<file path="src/rtl/seq_match_window_monitor_pkg.sv">
// Shared definitions for the match window monitor: state encoding and
// default widths used by the top, its interface and sub-modules.
package seq_match_window_monitor_pkg;

  localparam int DEF_CNT_W = 8;
  localparam int DEF_WIN_W = 16;

  typedef enum logic [1:0] {
    IDLE   = 2'b00,
    RUN    = 2'b01,
    REPORT = 2'b10
  } state_t;

endpackage

</file>
<file path="src/rtl/seq_match_window_monitor_if.sv">
// Control/result bundle between the test controller (master) and the monitor (slave).
// Handshake: start is a one-cycle request honoured only while busy=0; done is a
// one-cycle pulse marking count/first_valid/first_pos/alarm as valid. match_in has no handshake.
interface seq_match_window_monitor_if
  import seq_match_window_monitor_pkg::*;
#(
  parameter int CNT_W = DEF_CNT_W,
  parameter int WIN_W = DEF_WIN_W
) ();

  logic             start;
  logic [WIN_W-1:0] window_len;
  logic [CNT_W-1:0] threshold;
  logic             match_in;
  logic             busy;
  logic             done;
  logic [CNT_W-1:0] count;
  logic             first_valid;
  logic [WIN_W-1:0] first_pos;
  logic             alarm;
  state_t           state_dbg;

  modport master (
    output start, window_len, threshold, match_in,
    input  busy, done, count, first_valid, first_pos, alarm, state_dbg
  );

  modport slave (
    input  start, window_len, threshold, match_in,
    output busy, done, count, first_valid, first_pos, alarm, state_dbg
  );

endinterface

</file>
<file path="src/rtl/seq_match_window_monitor_sat_counter.sv">
// Saturating up-counter with synchronous clear; clear wins over increment.
// count_next exposes the value that will be registered at the coming edge.
module seq_match_window_monitor_sat_counter #(
  parameter int W = 8
) (
  input  logic         clk,
  input  logic         rst,
  input  logic         clr,
  input  logic         inc,
  output logic [W-1:0] count,
  output logic [W-1:0] count_next
);

  localparam logic [W-1:0] ONE = W'(1);

  logic [W-1:0] count_q;
  logic [W-1:0] count_d;

  always_comb begin
    count_d = count_q;
    if (clr) begin
      count_d = '0;
    end else if (inc && (count_q != '1)) begin
      count_d = count_q + ONE;
    end
  end

  always_ff @(posedge clk) begin
    if (rst) begin
      count_q <= '0;
    end else begin
      count_q <= count_d;
    end
  end

  assign count      = count_q;
  assign count_next = count_d;

endmodule

</file>
<file path="src/rtl/seq_match_window_monitor.sv">
// Counts detector match pulses over a programmable window and reports the
// saturated count, first-match cycle index and threshold alarm with a done pulse.
module seq_match_window_monitor
  import seq_match_window_monitor_pkg::*;
#(
  parameter int CNT_W = DEF_CNT_W,
  parameter int WIN_W = DEF_WIN_W
) (
  input  logic                        clk,
  input  logic                        rst,
  seq_match_window_monitor_if.slave   mon
);

  localparam logic [WIN_W-1:0] WIN_ONE = WIN_W'(1);

  state_t           state_q, state_d;
  logic [WIN_W-1:0] len_q, len_d;
  logic [WIN_W-1:0] cyc_q, cyc_d;
  logic [CNT_W-1:0] thr_q, thr_d;
  logic [WIN_W-1:0] first_pos_q, first_pos_d;
  logic             first_valid_q, first_valid_d;
  logic             alarm_q, alarm_d;
  logic             done_q, done_d;
  logic             busy_q, busy_d;

  logic             cnt_clr;
  logic             cnt_inc;
  logic [CNT_W-1:0] cnt;
  logic [CNT_W-1:0] cnt_next;

  seq_match_window_monitor_sat_counter #(
    .W (CNT_W)
  ) u_match_cnt (
    .clk        (clk),
    .rst        (rst),
    .clr        (cnt_clr),
    .inc        (cnt_inc),
    .count      (cnt),
    .count_next (cnt_next)
  );

  // Alarm is evaluated on the edge entering REPORT using the counter's next
  // value, so the final window cycle's match is included and alarm lines up with done.
  always_comb begin
    state_d       = state_q;
    len_d         = len_q;
    cyc_d         = cyc_q;
    thr_d         = thr_q;
    first_pos_d   = first_pos_q;
    first_valid_d = first_valid_q;
    alarm_d       = alarm_q;
    done_d        = 1'b0;
    cnt_clr       = 1'b0;
    cnt_inc       = 1'b0;

    case (state_q)
      IDLE: begin
        if (mon.start) begin
          len_d         = mon.window_len;
          thr_d         = mon.threshold;
          cyc_d         = '0;
          first_pos_d   = '0;
          first_valid_d = 1'b0;
          alarm_d       = 1'b0;
          cnt_clr       = 1'b1;
          if (mon.window_len != '0) begin
            state_d = RUN;
          end else begin
            state_d = REPORT;
            done_d  = 1'b1;
            alarm_d = (cnt_next >= mon.threshold);
          end
        end
      end

      RUN: begin
        cyc_d = cyc_q + WIN_ONE;
        if (mon.match_in) begin
          cnt_inc = 1'b1;
          if (!first_valid_q) begin
            first_valid_d = 1'b1;
            first_pos_d   = cyc_q;
          end
        end
        if (cyc_q == (len_q - WIN_ONE)) begin
          state_d = REPORT;
          done_d  = 1'b1;
          alarm_d = (cnt_next >= thr_q);
        end
      end

      REPORT: begin
        state_d = IDLE;
      end

      default: begin
        state_d = IDLE;
      end
    endcase

    busy_d = (state_d != IDLE);
  end

  always_ff @(posedge clk) begin
    if (rst) begin
      state_q       <= IDLE;
      len_q         <= '0;
      cyc_q         <= '0;
      thr_q         <= '0;
      first_pos_q   <= '0;
      first_valid_q <= 1'b0;
      alarm_q       <= 1'b0;
      done_q        <= 1'b0;
      busy_q        <= 1'b0;
    end else begin
      state_q       <= state_d;
      len_q         <= len_d;
      cyc_q         <= cyc_d;
      thr_q         <= thr_d;
      first_pos_q   <= first_pos_d;
      first_valid_q <= first_valid_d;
      alarm_q       <= alarm_d;
      done_q        <= done_d;
      busy_q        <= busy_d;
    end
  end

  assign mon.busy        = busy_q;
  assign mon.done        = done_q;
  assign mon.count       = cnt;
  assign mon.first_valid = first_valid_q;
  assign mon.first_pos   = first_pos_q;
  assign mon.alarm       = alarm_q;
  assign mon.state_dbg   = state_q;

endmodule

</file>
<file path="src/flat_wrapper.sv">
// flat-port wrapper written by rule: the top's interface ports become plain ports
module seq_match_window_monitor_flat import seq_match_window_monitor_pkg::*;
#(
  parameter int CNT_W = DEF_CNT_W,
  parameter int WIN_W = DEF_WIN_W
)
  (clk, rst, mon_start, mon_window_len, mon_threshold, mon_match_in, mon_busy, mon_done, mon_count, mon_first_valid, mon_first_pos, mon_alarm, mon_state_dbg);
  seq_match_window_monitor_if #(.CNT_W(CNT_W), .WIN_W(WIN_W)) mon_i ();
  input  logic clk;
  input  logic rst;
  input wire logic [$bits(mon_i.start)-1:0] mon_start;
  input wire logic [$bits(mon_i.window_len)-1:0] mon_window_len;
  input wire logic [$bits(mon_i.threshold)-1:0] mon_threshold;
  input wire logic [$bits(mon_i.match_in)-1:0] mon_match_in;
  output wire logic [$bits(mon_i.busy)-1:0] mon_busy;
  output wire logic [$bits(mon_i.done)-1:0] mon_done;
  output wire logic [$bits(mon_i.count)-1:0] mon_count;
  output wire logic [$bits(mon_i.first_valid)-1:0] mon_first_valid;
  output wire logic [$bits(mon_i.first_pos)-1:0] mon_first_pos;
  output wire logic [$bits(mon_i.alarm)-1:0] mon_alarm;
  output wire logic [$bits(mon_i.state_dbg)-1:0] mon_state_dbg;
  assign mon_i.start = mon_start;
  assign mon_i.window_len = mon_window_len;
  assign mon_i.threshold = mon_threshold;
  assign mon_i.match_in = mon_match_in;
  assign mon_busy = mon_i.busy;
  assign mon_done = mon_i.done;
  assign mon_count = mon_i.count;
  assign mon_first_valid = mon_i.first_valid;
  assign mon_first_pos = mon_i.first_pos;
  assign mon_alarm = mon_i.alarm;
  assign mon_state_dbg = mon_i.state_dbg;
  seq_match_window_monitor #(.CNT_W(CNT_W), .WIN_W(WIN_W)) u_core (.clk(clk), .rst(rst), .mon(mon_i));
endmodule
</file>
<file path="config.mk">
export PLATFORM = sky130hd
export DESIGN_NAME = seq_match_window_monitor_flat
export DESIGN_NICKNAME = d
export VERILOG_FILES = /design/src/rtl/seq_match_window_monitor_pkg.sv /design/src/rtl/seq_match_window_monitor_if.sv /design/src/rtl/seq_match_window_monitor_sat_counter.sv /design/src/rtl/seq_match_window_monitor.sv /design/src/flat_wrapper.sv
export SDC_FILE = /design/constraint.sdc
export NUM_CORES = 1
export LEC_CHECK = 0
export BUFFER_PORTS_ARGS = -buffer_cell sky130_fd_sc_hd__clkbuf_2
export CELL_PAD_IN_SITES_DETAIL_PLACEMENT = 1
export CELL_PAD_IN_SITES_GLOBAL_PLACEMENT = 1
export CORE_AREA = 2 2 103 105
export CTS_BUF_LIST = sky130_fd_sc_hd__clkbuf_16
export DETAILED_ROUTE_END_ITERATION = 7
export DIE_AREA = 0 0 105 107
export MAX_ROUTING_LAYER = met4
export PLACE_DENSITY = 0.73
export SLEW_MARGIN = 20
export SYNTH_ARGS = -nofsm -noshare
export SYNTH_HDL_FRONTEND = slang
export SYNTH_SLANG_ARGS = --single-unit
</file>
<file path="constraint.sdc">
create_clock -name clk -period 3.2 [get_ports clk]
set_input_delay 0.16 -clock clk [delete_from_list [all_inputs] [get_ports clk]]
set_output_delay 0.16 -clock clk [all_outputs]
set_load 0.02 [all_outputs]
</file>
==> run_results.csv <==
group,metric,value,unit
route,drt_first_pass_iters,5,
clocking,clk-insertion-delay-late,330,ps
logic_synthesis,post-synth-top-count-cell,"dfxtp_1",
sta,relSlewSlack,26.5,%
place,numPortBuffers,57,
logic_synthesis,synth-adder-area-share,6.27,%
logic_synthesis,synth.yosys.seq_area_share,36.9,%
power_and_ir_drop,p_int,1.61,mW
power_and_ir_drop,power.density,486,mW/mm2
sta,worst_slew_pin_slew,1100,ps
logic_synthesis,synth-edff-count,0,
clocking,clock-sinks,70,
place,dp_hpwl,8.37,mm
logic_synthesis,syn_area_per_cell,7.94,um2
global_routing,grt.total_usage,21.4,%
logic_synthesis,synth_top_area_share,36.9,%
setup_path,critPathKind,"reg2reg",
floorplanning,start_util,37.6,%
place,place.gp.congestion,0.896,
power_and_ir_drop,power_frac_clock,43.6,%
flow_run,drv_cap,0,
logic_synthesis,async_flop_share,0,%
sta,finalHoldViolCount,0,
power_and_ir_drop,pwr-share-comb,14.3,%
setup_path,max_stage_delay,340,ps
logic_synthesis,syn_area,0.00379,mm2
floorplanning,ioPinCount,58,
final_layout,syn_to_final_growth,19.6,%
sta,post-route-period-util,93.1,%
setup_path,cp_max_fo,4,
clocking,numCtsBuffers,9,
clocking,cts_tree,"built",
sta,rsz0062_at_grt,"no",
sta,holdWs,63.6,ps
logic_synthesis,ys_types,52,
sta,setup-tns-final,0,ps
final_layout,n_antenna_cell,0,
setup_path,end_kind,"flip-flop",
logic_synthesis,synth_mux_area_share,2.57,%
global_routing,grt_pass1_wl,18.7,mm
route,vias,3618,
logic_synthesis,yosysWarnings,0,
route,via_per_inst,5.41,
logic_synthesis,yosys.area.top_type,"dfxtp_1",
power_and_ir_drop,seqPwrFrac,42.0,%
global_routing,grt_pass1_vias,3874,
setup_path,startpoint_type,"flip-flop",
floorplanning,dieWidth,105,um
logic_synthesis,synthesis.instances,478,
global_routing,antenna_found_initial,0,
clocking,cts.hold.buffers_added,0,
sta,slew_viol_final,0,
route,routed_wl,11.1,mm
route,drt_iter0_drc,98,
logic_synthesis,synthXorXnorAreaFrac,6.23,%
route,remaining_drc_errors,0,
clocking,cts.path.max_buffers,2,
logic_synthesis,synth_flop_cell,"dfxtp_1",
logic_synthesis,ys_ff_latch,70,
global_routing,grt_max_degree,42,
setup_path,cpMaxStageDelayCell,"dfxtp_2",
floorplanning,fp-row-count,37,
setup_path,crit_chain,"ha_2 -> nand2_1 -> nor2_1 -> a31oi_2 -> nand4_1 -> nor3_2 -> xnor2_1 -> nor2_1 -> ha_1 -> and3_4 -> a211oi_2 -> o21ai_1 -> a31oi_1 -> a2111oi_0 -> mux2_1",
final_layout,final_nets,575,
power_and_ir_drop,ir_worst_vdd,0.269,mV
clocking,clkTransAtPathRegs,50,ps
route,postRouteAntennaNets,0,
floorplanning,die-area,0.0112,mm2
power_and_ir_drop,power.switching,0.593,mW
final_layout,drive_above_1_share,20.5,%
place,pre_cts_ws,137,ps
setup_path,cp_common_cell,"nor2_1",
logic_synthesis,synth_top_family_by_area,"simple AND/OR/NAND/NOR gates",
floorplanning,chipHeight,107,um
logic_synthesis,yosys-top-cells-area,"dfxtp_1 37%, nand2_1 6.3%, ha_1 6.3%, nor2_1 6.1%, a21oi_1 4.6%",
logic_synthesis,synth_compound_area_share,15.4,%
logic_synthesis,synth_nets,525,
logic_synthesis,synthSimpleGateAreaFrac,27.5,%
sta,setup_violations,0,
power_and_ir_drop,p_sw_share,26.9,%
logic_synthesis,yosys-top-cells-count,"70 x dfxtp_1, 64 x nand2_1, 62 x nor2_1",
route,post_drt_wl_per_cell,16.7,um
setup_path,path_delay_family,"simple AND/OR/NAND/NOR gates",
global_routing,gr-total-overflow,0,
run_status,status,"completed",
power_and_ir_drop,p_leak,1.82,nW
sta,timing.fmax,336,MHz
setup_path,required,3420,ps
clocking,cts_max_level,3,
sta,finClkSkew,4.12,ps
sta,period_minus_slack,2980,ps
setup_path,crit_arrival,3200,ps
floorplanning,core_area,0.0101,mm2
clocking,root_buffer,"clkbuf_16",
sta,setup_slack,222,ps
setup_path,path_buf_inv,0,
worst_hold_path,hp-class,"in2reg",
-- flip-flops by register name, summed over array words and instances (netlist names) --
register / cells
u_core.mon.first_valid: 1
u_core.u_match_cnt.count: 8
u_core.cyc_q: 16
u_core.mon.first_pos: 16
u_core.len_q: 16
u_core.mon.busy: 1
u_core.thr_q: 8
u_core.mon.alarm: 1
u_core.mon.done: 1
u_core.mon.state_dbg: 2
-- area by class of cell --
| type | instances | area (um2) |
|---|---|---|
| Tap cell | 136 | 170 |
| Timing Repair Buffer | 67 | 360 |
| Clock buffer | 9 | 225 |
| Fill cell | 1283 | 5560 |
| Inverter | 20 | 75.1 |
| Multi-Input combinational cell | 360 | 2240 |
| Clock inverter | 7 | 56.3 |
| Sequential cell | 70 | 1400 |
-- power groups by stage --
stage / Sequential [mW] / Clock (mW) / Combinational [mW]
5_1_grt: 0.929 / 1.01 / 0.353
4_1_cts: 0.926 / 0.977 / 0.315
2_1_floorplan: 0.938 / 0 / 0.218
3_5_place_dp: 0.945 / 0 / 0.312
6_report: 0.926 / 0.961 / 0.316
3_3_place_gp: 0.943 / 0 / 0.300
-- logic make-up after synthesis --
group,after synthesis
AOI/OAI and AO/OA,91
xor gates and xnor gates,27
adders and majority gates,19
buffers and inverters,48
DFF,70
muxes,9
and+or+nand+nor,214
-- through the flow --
stage	util [%]	power, mW	cells	cell area (um2)
floorplan	-	1.16	478	3800
global placement	41.8	1.24	653	4220
detailed placement	41.8	1.26	653	4220
CTS	44.6	2.22	669	4500
global route	44.9	2.29	669	4540
finish	44.9	2.20	669	4540
-- tightest hold or removal path, cell delays in order --
cell	delay, ps
clkbuf_2	90
nand2_1	50
a21oi_1	50
-- metal layers --
layer | routed length, um | share of wire, % | track usage (%) | vias to the layer above
met3 | 348 | 3.1 | 3.71 | 22
met4 | 225 | 2.0 | 8.00 | 0
li1 | - | - | - | 1781
met1 | 4900 | 44 | 24.0 | 1754
met5 | 0 | 0 | - | -
met2 | 5660 | 51 | 38.2 | 61
-- path summary, 6_finish.rpt --
path,startpoint,end,slack (ps),cells past startpoint
max,u_core.u_match_cnt.count[0],u_core.mon.alarm,220,15
min,mon_threshold[3],u_core.thr_q[3],60,3
max reg2reg,u_core.u_match_cnt.count[0],u_core.mon.alarm,220,15
min reg2reg,u_core.thr_q[3],u_core.thr_q[3],450,2
-- repair_timing --
item | 4_1_cts | 5_1_grt
hold endpoints to repair | 0 | 0
resized for setup | 0 | 10
endpoints found under the setup margin | 0 | 1
buffers inserted | 0 | 0
-- cell usage in the layout, fill, tap and decap left out, types with 4 or more instances in the layout --
| cell | instances |
|---|---|
| or2_2 | 4 |
| dfxtp_1 | 68 |
| clkbuf_16 | 9 |
| mux2_2 | 5 |
| xor2_1 | 9 |
| a22oi_1 | 19 |
| buf_4 | 10 |
| nand4_1 | 14 |
| ha_1 | 18 |
| nand2_1 | 64 |
| a21oi_1 | 35 |
| inv_1 | 21 |
| nor4_1 | 6 |
| a211oi_1 | 5 |
| nand3_1 | 16 |
| nor3_1 | 22 |
| a31oi_1 | 5 |
| o21a_1 | 4 |
| o21ai_0 | 4 |
| xnor2_1 | 17 |
| clkbuf_2 | 57 |
| nor2_1 | 59 |
| a21o_1 | 4 |
No activity file was read; power rests on OpenSTA's default activity.
